File: src/rtl/uart_receiver_pkg.sv
// Shared types and constants for the UART receive path.
// No configuration macros; UART_RX_MAJORITY_EN is consumed by uart_rx_sync and uart_receiver.
package DataTypes;

  typedef logic       bit_t;
  typedef logic [7:0] uint8_t;

  typedef enum logic [2:0] {
    IDLE,
    START,
    DATA,
    PARITY,
    STOP,
    WAIT_HIGH
  } uart_rx_state_t;

  localparam int UART_DATA_BITS   = 8;
  localparam int UART_RX_STOP_IDX = 10;

endpackage

File: src/rtl/uart_rx_sync.sv
// Two-flop line synchronizer; with UART_RX_MAJORITY_EN defined it also keeps a
// 3-tap history of rx_s and votes 2-of-3, otherwise rx_vote simply follows rx_s.
module uart_rx_sync
  import DataTypes::*;
(
  input  logic clk,
  input  logic reset,
  input  logic rx_in,
  output logic rx_s,
  output logic rx_vote
);

  bit_t meta;

  // Flops come out of reset at the idle (high) line level so no false start is seen.
  always_ff @(posedge clk or negedge reset) begin
    if (!reset) begin
      meta <= 1'b1;
      rx_s <= 1'b1;
    end else begin
      meta <= rx_in;
      rx_s <= meta;
    end
  end

`ifdef UART_RX_MAJORITY_EN
  bit_t hist_1;
  bit_t hist_2;

  always_ff @(posedge clk or negedge reset) begin
    if (!reset) begin
      hist_1 <= 1'b1;
      hist_2 <= 1'b1;
    end else begin
      hist_1 <= rx_s;
      hist_2 <= hist_1;
    end
  end

  assign rx_vote = (rx_s & hist_1) | (rx_s & hist_2) | (hist_1 & hist_2);
`else
  assign rx_vote = rx_s;
`endif

endmodule

File: src/rtl/uart_receiver.sv
// UART receive FSM: start/8 data (MSB first)/even parity/stop, one-cycle data_valid.
// UART_RX_MAJORITY_EN selects 2-of-3 bit voting, shifting every sample point one cycle later.
//
// state     | meaning
// IDLE      | line idle, waiting for rx_s low
// START     | timing to mid start bit, qualifying it
// DATA      | sampling the 8 data bits
// PARITY    | sampling the parity bit
// STOP      | sampling the stop bit, publishing the byte
// WAIT_HIGH | stop bit was low; wait for the line to release
module uart_receiver
  import DataTypes::*;
#(
  parameter int CLKS_PER_BIT = 434
) (
  input  logic       clk,
  input  logic       reset,
  input  logic       serial_input_rx,
  output logic [7:0] data,
  output logic       data_valid,
  output logic       parity_error,
  output logic       framing_error,
  output logic       busy
);

  localparam int TW   = $clog2(CLKS_PER_BIT);
  localparam int HALF = CLKS_PER_BIT / 2;
`ifdef UART_RX_MAJORITY_EN
  localparam int LAG = 1;
`else
  localparam int LAG = 0;
`endif
  // Timer is cleared on IDLE exit, so cycle c of the frame sees timer == c-1.
  localparam logic [TW-1:0] START_TC = TW'(HALF - 1 + LAG);
  localparam logic [TW-1:0] BIT_TC   = TW'(CLKS_PER_BIT - 1);

  uart_rx_state_t state;
  logic [TW-1:0]  timer;
  logic [3:0]     bit_cnt;
  uint8_t         shift;
  bit_t           par_err;
  bit_t           rx_s;
  bit_t           rx_vote;

  uart_rx_sync u_sync (
    .clk     (clk),
    .reset   (reset),
    .rx_in   (serial_input_rx),
    .rx_s    (rx_s),
    .rx_vote (rx_vote)
  );

  always_ff @(posedge clk or negedge reset) begin
    if (!reset) begin
      state         <= IDLE;
      timer         <= '0;
      bit_cnt       <= '0;
      shift         <= '0;
      par_err       <= 1'b0;
      data          <= '0;
      data_valid    <= 1'b0;
      parity_error  <= 1'b0;
      framing_error <= 1'b0;
      busy          <= 1'b0;
    end else begin
      data_valid <= 1'b0;
      timer      <= (timer == BIT_TC) ? '0 : timer + 1'b1;
      case (state)
        IDLE: begin
          timer <= '0;
          if (!rx_s) begin
            state <= START;
            busy  <= 1'b1;
          end
        end
        START: begin
          if (timer == START_TC) begin
            timer   <= '0;
            bit_cnt <= '0;
            if (rx_vote) begin
              state <= IDLE;
              busy  <= 1'b0;
            end else begin
              state <= DATA;
            end
          end
        end
        DATA: begin
          if (timer == BIT_TC) begin
            shift   <= {shift[6:0], rx_vote};
            bit_cnt <= bit_cnt + 1'b1;
            if (bit_cnt == 4'(UART_DATA_BITS - 1)) state <= PARITY;
          end
        end
        PARITY: begin
          if (timer == BIT_TC) begin
            par_err <= rx_vote ^ (^shift);
            bit_cnt <= bit_cnt + 1'b1;
            state   <= STOP;
          end
        end
        STOP: begin
          if (timer == BIT_TC) begin
            data          <= shift;
            parity_error  <= par_err;
            framing_error <= ~rx_vote;
            data_valid    <= 1'b1;
            if (rx_vote) begin
              state <= IDLE;
              busy  <= 1'b0;
            end else begin
              state <= WAIT_HIGH;
            end
          end
        end
        WAIT_HIGH: begin
          if (rx_s) begin
            state <= IDLE;
            busy  <= 1'b0;
          end
        end
        default: begin
          state <= IDLE;
          busy  <= 1'b0;
        end
      endcase
    end
  end

endmodule

File: config.mk
export PLATFORM = sky130hd
export DESIGN_NAME = uart_receiver
export DESIGN_NICKNAME = d
export VERILOG_FILES = /design/src/rtl/uart_receiver_pkg.sv /design/src/rtl/uart_rx_sync.sv /design/src/rtl/uart_receiver.sv
export SDC_FILE = /design/constraint.sdc
export NUM_CORES = 1
export LEC_CHECK = 0
export CAP_MARGIN = 20
export CORE_MARGIN = 8
export CORE_UTILIZATION = 51
export DETAILED_ROUTE_END_ITERATION = 10
export GPL_TIMING_DRIVEN = 0
export MAX_ROUTING_LAYER = met4
export PLACE_DENSITY = 0.74
export SYNTH_ARGS = -nofsm -noshare
export SYNTH_HDL_FRONTEND = slang
export SYNTH_SLANG_ARGS = --single-unit
File: constraint.sdc
create_clock -name clk -period 1.96 [get_ports clk]
set_clock_uncertainty 0.2 [all_clocks]
set_input_delay 0.588 -clock clk [delete_from_list [all_inputs] [get_ports clk]]
set_output_delay 0.588 -clock clk [all_outputs]
set_load 0.005 [all_outputs]
# Yosys cells after proc, flatten, opt, wreduce, memory -nomap -nowiden
# Index checks and enable logic that the tools add are counted.
word_totals:
  out_inout_bits: 12
  in_bits: 3
  wordCells: 66
  ff_bits: 39
op_classes:
  eq_ne: 16
  n_reduce_logical: 10
  bitwise_logic: 3
  muxes: 23
  n_addsub: 2
ops:
  columns: ["operator", "n"]
  rows:
  - ["$mux W3", 8]
  - ["$mux W9", 2]
  - ["$pmux W3 S6", 1]
  - ["$pmux W9 S2", 1]
  - ["$ne A2 B2 Y1 const B", 6]
  - ["$add A9 B1 Y9 const B", 1]
  - ["$eq A9 B8 Y1 const B", 1]
  - ["$eq A9 B9 Y1 const B", 1]
  - ["$mux W4", 2]
  - ["$pmux W4 S2", 1]
  - ["$reduce_xor A8 Y1", 1]
  - ["$reduce_and A7 Y1", 1]
  - ["$eq A3 B2 Y1 const B", 2]
  - ["$eq A3 B3 Y1 const B", 2]
  - ["$mux W1", 6]
  - ["$reduce_and A2 Y1", 3]
  - ["$pmux W1 S5", 1]
  - ["$add A4 B1 Y4 const B", 1]
  - ["$eq A4 B3 Y1 const B", 1]
  - ["$ne A2 B1 Y1 const B", 2]
  - ["$reduce_and A4 Y1", 1]
  - ["$eq A3 B1 Y1 const B", 1]
  - ["$logic_not A3 Y1", 1]
  - ["$reduce_and A3 Y1", 1]
  - ["5 further kinds", 6]

# Logic depth before layout (Yosys ltp)
# Gate-level depths: netlist of the first run.
depth:
  ltp_word: 4
  ltp_mapped: 7
  ltp_nobuf: 6

# By module
# From an unflattened synthesis of the first run, not the netlist that was laid out.
hier_totals:
  cells_unflattened: 157
  hier_area_um2: 1858.0
modules_own_cells:
  columns: ["mod", "cells_per_inst", "area_each_um2", "seq_area_each_um2", "n_inst"]
  rows:
  - ["uart_receiver", 154, 1798.0, 925.9, 1]
  - ["uart_rx_sync", 3, 60.1, 52.6, 1]

# Least setup slack after synthesis of the first run
# Ideal clock, no wire load.
synth_path:
  path_type: "register to register"
  from: "register timer[1]"
  to: "register data[0]"
  path_slack_ns: -0.019
  path_stages_with_launch: 8
  setup_time_ns: 0.125
  required_time_ns: 1.635
  path_buffers: 1
  arrival_ns: 1.654
  cell_sequence: "dfrtp_1 > inv_1 > ha_1 > and4_1 > nand2_4 > nor4_4 > buf_4 > mux2_2"
synth_between:
  elab_chain_cells: 2
synth_rtl:
  columns: ["element", "line_no", "source"]
  rows:
  - ["from (decl)", "uart_receiver.sv:38", "logic [TW-1:0] timer;"]
  - ["from (signal assigned)", "uart_receiver.sv:67", "timer <= (timer == BIT_TC) ? '0 : timer + 1'b1;"]
  - ["$eq A9 B9 Y1", "uart_receiver.sv:103", "if (timer == BIT_TC) begin"]
  - ["$reduce_and A2 Y1 (no source line)", null, null]
  - ["to (signal assigned)", "uart_receiver.sv:104", "data <= shift;"]
  - ["to (decl)", "uart_receiver.sv:19", "output logic [7:0] data,"]
# No other way between the ends.
# A chain may end at the register's enable or synchronous reset.

# Final worst setup path of the first run
layout_path:
  from: "register timer[3]"
  to: "register shift[6]"
layout_between:
  elab_chain_cells: 2
layout_rtl:
  columns: ["element", "line_no", "source"]
  rows:
  - ["$eq A9 B9 Y1", "uart_receiver.sv:89", "if (timer == BIT_TC) begin"]
  - ["$reduce_and A2 Y1 (no source line)", null, null]
  - ["to (signal assigned)", "uart_receiver.sv:90", "shift <= {shift[6:0], rx_vote};"]
  - ["to (decl)", "uart_receiver.sv:40", "uint8_t shift;"]
# No other way between the ends.

==> impl_metrics.env, run 1 <==
export IMPL_place_congestion=0.847
export IMPL_core_area_mm2=0.00363
export IMPL_pin_count=15
export IMPL_start_util=0.525
export IMPL_die_area_mm2=0.00595
export IMPL_vias=1427
export IMPL_synth_async_reset_ratio=1.00
export IMPL_grt_pass1_vias=1576
export IMPL_syn_to_final_growth_pct=38.8
export IMPL_ys_flop_type="dfrtp_1"
export IMPL_nets=212
export IMPL_finalMaxSlewViolations=0
export IMPL_timing_rr_end="shift[6]$_DFFE_PN0P_"
export IMPL_setup_viol=29
export IMPL_hold_depth=0
export IMPL_startpoint_type="flop"
export IMPL_min_from="u_sync.meta$_DFF_PN1_"
export IMPL_finalCriticalPeriod_ns=2.06
export IMPL_fmax_ghz=0.484
export IMPL_die_w_um=77.2
export IMPL_ys_warn_count=0
export IMPL_drive_gt1_frac=0.422
export IMPL_period_share=1.05
export IMPL_p_total_uw=1510
export IMPL_clockBufferDepth=2
export IMPL_fillers=261
export IMPL_row_count=22
export IMPL_status="finished, violations left"
export IMPL_rsz0062_at_grt="true"
export IMPL_power_leakage_uw=0.00136
export IMPL_drt_pass1_iterations=4
export IMPL_power_density_mw_per_mm2=569
export IMPL_port_buffers=14
export IMPL_finalHoldViolCount=0
export IMPL_drt_iter0_markers=75
export IMPL_r2r_cells=6
export IMPL_utilization=0.729
export IMPL_antenna_found_initial=0
export IMPL_dp_hpwl_mm=2.58
export IMPL_critPathKind="reg -> reg"
export IMPL_cts_root_buf="clkbuf_8"
export IMPL_grt_max_degree=40
export IMPL_syn_inst=159
export IMPL_crit_required_ns=1.95
export IMPL_synth_seq_cells=39
export IMPL_grt_first_pass_wirelength_mm=7.47
export IMPL_numCtsBuffers=5
export IMPL_syn_area_mm2=0.00191
export IMPL_grt_overflow_total=0
export IMPL_yosysSeqAreaShare=0.513
export IMPL_insertion_delay_ns=0.30
export IMPL_crit_fanout=8
export IMPL_worstMarginPinSlew_ns=0.863
export IMPL_htreeDepth=2
export IMPL_hold_end="u_sync.rx_s$_DFF_PN1_"
export IMPL_crit_arrival_ns=2.05
export IMPL_whs_ns=0.165
export IMPL_endpoint_kind="flop"
export IMPL_grt_usage=0.159
export IMPL_ff2ff_setup_slack_ns=-0.10
export IMPL_final_common_cell="dfrtp_1"
export IMPL_clock_sinks=39
export IMPL_violations="negative setup slack"
export IMPL_drc=0
export IMPL_final_cell_mix="dfrtp_1 (34), buf_4 (18), mux2_4 (17)"
export IMPL_viasPerCell=5.62
export IMPL_diodes=0
export IMPL_hold_path_class="reg -> reg"
export IMPL_fp_dieH_um=77.2
export IMPL_irDropWorstVdd_uv=442
export IMPL_syn_num_nets=166
export IMPL_drt_wl_total_mm=4.73
export IMPL_path_clk_slew_ns=0.08
export IMPL_slew_headroom=0.425
export IMPL_setup_slack_ns=-0.104
export IMPL_postRouteAntennaNets=0
export IMPL_post_drt_wl_per_cell_um=18.6
export IMPL_avgSynthCellArea_um2=12.0
export IMPL_yosys_cell_types_count=44
export IMPL_synth_edf_count=0
export IMPL_cts_tree="built"
export IMPL_maxCapViolations=0
export IMPL_r2r_start="timer[3]$_DFF_PN0_"
==> final cells by class <==
class	count	area, um^2	area share
well taps	48	60.1	0.0227
plain buffers	4	27.5	0.0104
inverters	9	33.8	0.0128
flip-flops and latches	39	982	0.371
multi-input cells	106	1030	0.388
clock buffers	5	68.8	0.0260
clock inverters	3	43.8	0.0165
repair buffers	40	404	0.153
==> registers in the layout, summed over array words and instances, names as in the netlist, 3 cells and up <==
signal and count:
bit_cnt 4, timer 9, data 8, shift 8, state 3
==> repair_timing <==
action,CTS,global route
setup endpoints to repair,30,44
buffers inserted,18,7
gates resized for setup,34,26
gates cloned,1,0
hold buffers,0,0
pin swaps,10,7
==> synth_stat cells, types with 2 or more instances <==
library cell	number	area, um^2
xor2_1	2	17.5
nand2_1	4	15.0
nor2_1	17	63.8
a311oi_1	2	17.5
ha_1	4	50.1
inv_1	9	33.8
nand4_1	3	18.8
nand3_1	7	35.0
o32ai_1	2	17.5
buf_4	2	15.0
mux2_2	17	191
nand2b_1	2	12.5
a21oi_1	4	20.0
dfstp_2	2	52.6
o21ai_0	3	15.0
clkbuf_1	3	11.3
dfrtp_1	37	926
xnor2_1	12	105
nor3_4	2	32.5
==> stage by stage <==
step / cells / TNS [ns] / instance area [um^2] / worst slack, ns
floorplan: 159 / -0.0279 / 1910 / -0.00349
global placement: 221 / -29.83 / 2110 / -0.718
detailed placement: 221 / -4.51 / 2110 / -0.270
CTS: 247 / -1.60 / 2510 / -0.110
global route: 254 / -4.05 / 2650 / -0.177
finish: 254 / -1.69 / 2650 / -0.104
==> how the worst max path moves through the flow <==
| stage | from | endpoint | slack (ns) | cells after the start |
|---|---|---|---|---|
| 6_report | timer[3]$_DFF_PN0_ | shift[6]$_DFFE_PN0P_ | -0.10 | 6 |
| 3_3_place_gp | reset | timer[2]$_DFF_PN0_ | -0.72 | 1 |
| 4_1_cts | timer[2]$_DFF_PN0_ | data[3]$_DFFE_PN0P_ | -0.11 | 5 |
| 5_1_grt | timer[3]$_DFF_PN0_ | shift[6]$_DFFE_PN0P_ | -0.18 | 6 |
| 2_1_floorplan | timer[1]$_DFF_PN0_ | shift[0]$_DFFE_PN0P_ | -0.003 | 6 |
| 3_5_place_dp | timer[6]$_DFF_PN0_ | shift[6]$_DFFE_PN0P_ | -0.27 | 4 |
==> per-layer routing <==
| layer | vias up | share of wire | wire, um | track usage |
|---|---|---|---|---|
| li1 | 650 | - | - | - |
| met4 | 0 | 0.023 | 110 | 0.0717 |
| met5 | - | 0 | 0 | - |
| met2 | 41 | 0.54 | 2540 | 0.254 |
| met3 | 12 | 0.051 | 240 | 0.0594 |
| met1 | 724 | 0.39 | 1830 | 0.172 |
==> power breakdown <==
group / internal, uW / switching, uW / total, uW
combinational: 4.50 / 19.6 / 24.1
sequential: 807 / 0.606 / 808
clock: 379 / 297 / 676
==> cell families (layout without fill, tap and decap cells) <==
family,after synthesis,in the layout,share of synthesized area
compound gates,19,19,0.0728
xor+xnor,15,15,0.0761
fa+ha+maj,4,4,0.0262
buf+inv,14,61,0.0315
flops,39,39,0.513
mux,19,19,0.111
simple gates,49,49,0.169
==> critical path: stages (launching register included) <==
cell	delay (ns)
dfrtp_2	0.44
nor4b_4	0.38
nand2_4	0.13
buf_12	0.14
nor3_4	0.18
buf_12	0.17
mux2_4	0.30
No activity file was read; power rests on OpenSTA's default activity.
==> inputs of run 2 (changes only) <==
PLACE_DENSITY = not set   (was 0.74)
PLACE_DENSITY_LB_ADDON = 0.25   (was not set)
==> impl_metrics.env, run 2 (same netlist as run 1, synthesis figures left out) <==
export IMPL_worstPathBufferInverterCount=3
export IMPL_path_delay_family="simple AND/OR/NAND/NOR gates"
export IMPL_status="finished, violations left"
export IMPL_grt_pass1_vias=1395
export IMPL_final_cell_mix="dfrtp_1 (32), buf_4 (23), mux2_4 (18)"
export IMPL_start_util=0.525
export IMPL_crit_path_top_delay_cell="dfrtp_1"
export IMPL_syn_to_final_growth_pct=35.1
export IMPL_drt_wl_total_mm=4.35
export IMPL_power_density_mw_per_mm2=550
export IMPL_grt_first_pass_wirelength_mm=7.00
export IMPL_crit_arrival_ns=2.03
export IMPL_top_register="timer"
export IMPL_antenna_found_initial=0
export IMPL_insertion_delay_ns=0.30
export IMPL_maxCapViolations=0
export IMPL_startpoint_type="flop"
export IMPL_critPathKind="reg -> reg"
export IMPL_finalHoldViolCount=0
export IMPL_place_congestion=0.855
export IMPL_rsz0062_at_grt="true"
export IMPL_drc=0
export IMPL_diodes=0
export IMPL_postRouteAntennaNets=0
export IMPL_grt_max_degree=40
export IMPL_slew_headroom=0.432
export IMPL_finalMaxSlewViolations=0
export IMPL_crit_required_ns=1.94
export IMPL_crit_fanout=8
export IMPL_violations="negative setup slack"
export IMPL_fp_dieH_um=77.2
export IMPL_viasPerCell=5.45
export IMPL_pin_count=15
export IMPL_worstMarginPinSlew_ns=0.852
export IMPL_largest_reg_flops=9
export IMPL_vias=1389
export IMPL_cp_common_cell="buf_12"
export IMPL_finalCriticalPeriod_ns=2.04
export IMPL_port_buffers=14
export IMPL_hold_path_class="reg -> reg"
export IMPL_setup_slack_ns=-0.0819
export IMPL_period_share=1.04
export IMPL_path_clk_slew_ns=0.08
export IMPL_die_w_um=77.2
export IMPL_dp_hpwl_mm=2.51
export IMPL_fillers=262
export IMPL_drive_gt1_frac=0.391
export IMPL_final_common_cell="dfrtp_1"
export IMPL_numCtsBuffers=5
export IMPL_row_count=22
export IMPL_clock_sinks=39
export IMPL_drt_pass1_iterations=4
export IMPL_cts_root_buf="clkbuf_8"
export IMPL_utilization=0.709
export IMPL_clockBufferDepth=2
export IMPL_stdcell_count=255
export IMPL_endpoint_kind="flop"
export IMPL_power_leakage_uw=0.00134
export IMPL_core_area_mm2=0.00363
export IMPL_whs_ns=0.163
export IMPL_fmax_ghz=0.490
export IMPL_nets=213
export IMPL_cts_tree="built"
export IMPL_grt_overflow_total=0
export IMPL_irDropWorstVdd_uv=392
export IMPL_post_drt_wl_per_cell_um=17.1
export IMPL_worstPathCellList="inv_2, ha_4, and4_4, nand2_4, buf_12, nor3_4, buf_12, mux2_4"
export IMPL_grt_usage=0.150
export IMPL_drt_iter0_markers=128
export IMPL_setup_viol=17
export IMPL_htreeDepth=2
export IMPL_die_area_mm2=0.00595
export IMPL_reg_largest_list="timer (9), data (8), shift (8)"
export IMPL_cp_slowest_stage_delay_ns=0.40
export IMPL_dp_cells=221
-- run 2: cell count changes in the layout (fill, tap and decap cells not counted), sizes merged --
cell | previous run | this run
buf | 29 | 30
bufinv | 1 | 0
clkbuf | 7 | 8
clkdlybuf4s50 | 3 | 2
clkinv | 2 | 1
clkinvlp | 0 | 1
dlymetal6s2s | 7 | 8
-- run 2: layout make-up --
cell class,count,area (um^2),share of cell area
plain buffers,4,27.5,0.0107
well taps,48,60.1,0.0233
inverters,9,33.8,0.0131
clock inverters,2,16.3,0.00631
clock buffers,6,82.6,0.0320
repair buffers,41,399,0.155
multi-input cells,106,973,0.378
flip-flops and latches,39,985,0.382
-- run 2: what timing repair did --
item	4_1_cts	5_1_grt
endpoints found under the setup margin	32	42
hold buffers	0	0
pin swaps	5	6
buffers inserted	17	9
resized for setup	26	21
cloned	1	0
-- run 2: metal layers --
layer,share of wire,track usage
met1,0.43,0.186
met2,0.50,0.228
met3,0.057,0.0466
met4,0.018,0.0509
met5,0,-
-- run 2: power by group --
part	total, uW	switching (uW)	internal (uW)	leakage (uW)
combinational	23.8	19.2	4.52	0.000786
sequential	808	0.654	808	0.000510
clock	585	298	287	0.0000474
-- run 2: final timing paths --
| kind | depth (start not counted) | slack, ns | start | endpoint |
|---|---|---|---|---|
| worst max register to register | 8 | -0.08 | timer[1]$_DFF_PN0_ | shift[6]$_DFFE_PN0P_ |
| max in group asynchronous | 1 | 0.77 | reset | timer[0]$_DFF_PN0_ |
| worst min register to register | 0 | 0.16 | u_sync.meta$_DFF_PN1_ | u_sync.rx_s$_DFF_PN1_ |
| min in group asynchronous | 1 | 0.19 | reset | framing_error$_DFFE_PN0P_ |
| worst min-delay path | 0 | 0.16 | u_sync.meta$_DFF_PN1_ | u_sync.rx_s$_DFF_PN1_ |
| worst max-delay path | 8 | -0.08 | timer[1]$_DFF_PN0_ | shift[6]$_DFFE_PN0P_ |
-- run 2: worst register-to-register path: stages (launching register included) --
cell and delay [ns]:
dfrtp_1 0.40, inv_2 0.09, ha_4 0.13, and4_4 0.24
nand2_4 0.08, buf_12 0.14, nor3_4 0.19, buf_12 0.17
mux2_4 0.30
-- run 2: through the flow --
stage               power [uW]  instance area, um^2  setup WS [ns]  setup TNS [ns]
CTS                       1430                 2440         -0.108           -1.76
global placement           849                 2110         -0.708          -29.07
detailed placement         848                 2110         -0.199           -3.22
global route              1460                 2580         -0.140           -2.14
finish                    1420                 2580        -0.0819          -0.956
floorplan                  829                 1910       -0.00349         -0.0279
==> inputs of run 3 (changes only) <==
SETUP_SLACK_MARGIN = 0.1   (was not set)
SKIP_LAST_GASP = 1   (was not set)
==> impl_metrics.env, run 3 (same netlist as run 1, synthesis figures left out) <==
export IMPL_status="finished, violations left"
export IMPL_violations="negative setup slack"
export IMPL_crit_path_top_delay_cell="dfrtp_1"
export IMPL_drt_wl_total_mm=4.11
export IMPL_power_density_mw_per_mm2=542
export IMPL_setup_slack_ns=-0.0905
export IMPL_core_area_mm2=0.00363
export IMPL_top_register="timer"
export IMPL_cp_common_cell="buf_12"
export IMPL_postRouteAntennaNets=0
export IMPL_endpoint_kind="flop"
export IMPL_drive_gt1_frac=0.406
export IMPL_path_clk_slew_ns=0.08
export IMPL_grt_usage=0.150
export IMPL_final_area_mm2=0.00249
export IMPL_finalHoldViolCount=0
export IMPL_crit_arrival_ns=2.03
export IMPL_pin_count=15
export IMPL_placed_cell_area_mm2=0.00211
export IMPL_clockBufferDepth=2
export IMPL_clock_power_share=0.383
export IMPL_critPathKind="reg -> reg"
export IMPL_power_switching_uw=288
export IMPL_antenna_found_initial=0
export IMPL_start_util=0.525
export IMPL_insertion_delay_ns=0.29
export IMPL_largest_reg_flops=9
export IMPL_p_int_uw=1060
export IMPL_finalSetupTns_ns=-1.19
export IMPL_fp_dieH_um=77.2
export IMPL_row_count=22
export IMPL_power_leakage_uw=0.00121
export IMPL_irDropWorstVdd_uv=331
export IMPL_worstMarginPinSlew_ns=0.850
export IMPL_cts_root_buf="clkbuf_8"
export IMPL_period_share=1.05
export IMPL_drt_iter0_markers=142
export IMPL_finalCriticalPeriod_ns=2.05
export IMPL_numCtsBuffers=5
export IMPL_slew_headroom=0.433
export IMPL_syn_to_final_growth_pct=30.7
export IMPL_clock_sinks=39
export IMPL_vias=1399
export IMPL_utilization=0.686
export IMPL_cp_slowest_stage_delay_ns=0.40
export IMPL_place_congestion=0.945
export IMPL_crit_fanout=8
export IMPL_drt_pass1_iterations=5
export IMPL_final_common_cell="dfrtp_1"
export IMPL_hold_path_class="reg -> reg"
export IMPL_grt_pass1_vias=1522
export IMPL_htreeDepth=2
export IMPL_drc=0
export IMPL_grt_first_pass_wirelength_mm=7.00
export IMPL_maxCapViolations=0
export IMPL_cts_tree="built"
export IMPL_post_drt_wl_per_cell_um=16.4
export IMPL_grt_max_degree=40
export IMPL_rsz0062_at_grt="true"
export IMPL_reg_largest_list="timer (9), data (8), shift (8)"
export IMPL_die_w_um=77.2
export IMPL_startpoint_type="flop"
export IMPL_die_area_mm2=0.00595
export IMPL_seq_power_share=0.599
export IMPL_crit_required_ns=1.93
export IMPL_setup_viol=19
export IMPL_whs_ns=0.163
export IMPL_final_cell_mix="dfrtp_1 (34), buf_4 (17), nor2_1 (13)"
export IMPL_diodes=0
export IMPL_nets=208
export IMPL_combPwrFrac=0.018
export IMPL_grt_overflow_total=0
export IMPL_switching_share=0.214
export IMPL_dp_hpwl_mm=2.41
export IMPL_fmax_ghz=0.488
export IMPL_finalMaxSlewViolations=0
export IMPL_port_buffers=14
export IMPL_worstPathCellList="inv_2, ha_4, and4_4, nand2_4, buf_12, nor3_4, buf_12, mux2_2"
export IMPL_viasPerCell=5.60
## run 3: through the flow
stage                     cells  setup WS [ns]  total power, uW
after CTS                   246        -0.0649             1360
after detailed placement    221         -0.220              849
after global placement      221         -0.828              849
after global routing        250         -0.133             1400
final                       250        -0.0905             1350
after floorplan             159       -0.00349              829
## run 3: power by group through the flow
stage,Combinational [uW],Sequential [uW],Clock [uW]
after global routing,27.9,809,561
after floorplan,4.65,824,0
after global placement,24.4,824,0
after detailed placement,24.5,824,0
final,23.9,809,518
after CTS,24.6,809,531
## run 3: area by class of cell
type,count,area [um^2]
inverter,9,33.8
tap,48,60.1
sequential,39,982
fill,262,1140
clock buffer,7,76.3
clock inverter,1,5.00
multi-input combinational,106,983
buffer,4,27.5
timing repair buffer,36,325
## run 3: path summary, 6_finish.rpt
check	start	end	slack [ns]	cells past startpoint
min in group asynchronous	reset	shift[7]$_DFFE_PN0P_	0.20	1
setup reg to reg	timer[1]$_DFF_PN0_	shift[5]$_DFFE_PN0P_	-0.09	8
hold / removal	u_sync.meta$_DFF_PN1_	u_sync.rx_s$_DFF_PN1_	0.16	0
setup / recovery	timer[1]$_DFF_PN0_	shift[5]$_DFFE_PN0P_	-0.09	8
max in group asynchronous	reset	timer[2]$_DFF_PN0_	0.77	1
hold reg to reg	u_sync.meta$_DFF_PN1_	u_sync.rx_s$_DFF_PN1_	0.16	0
## run 3: critical path: cells and delay by family (launching register included)
kind	cells	cell delay [ns]
buffers and inverters	3	0.38
and+or+nand+nor	3	0.49
DFF	1	0.40
adders and majority gates	1	0.12
muxes	1	0.33
## run 3: routing by layer
layer  GRT usage  vias up  routed length [um]
met1       0.153      690                1680
met4       0.104        0                 179
met5           -        -                   0
li1            -      646                   -
met3      0.0548       22                 224
met2       0.237       41                2020
## run 3: what timing repair did
item | in CTS | in global routing
gates cloned | 1 | 0
endpoints found under the setup margin | 41 | 36
resized for setup | 39 | 12
setup buffers | 17 | 4
hold buffers | 0 | 0
pin swaps | 10 | 7
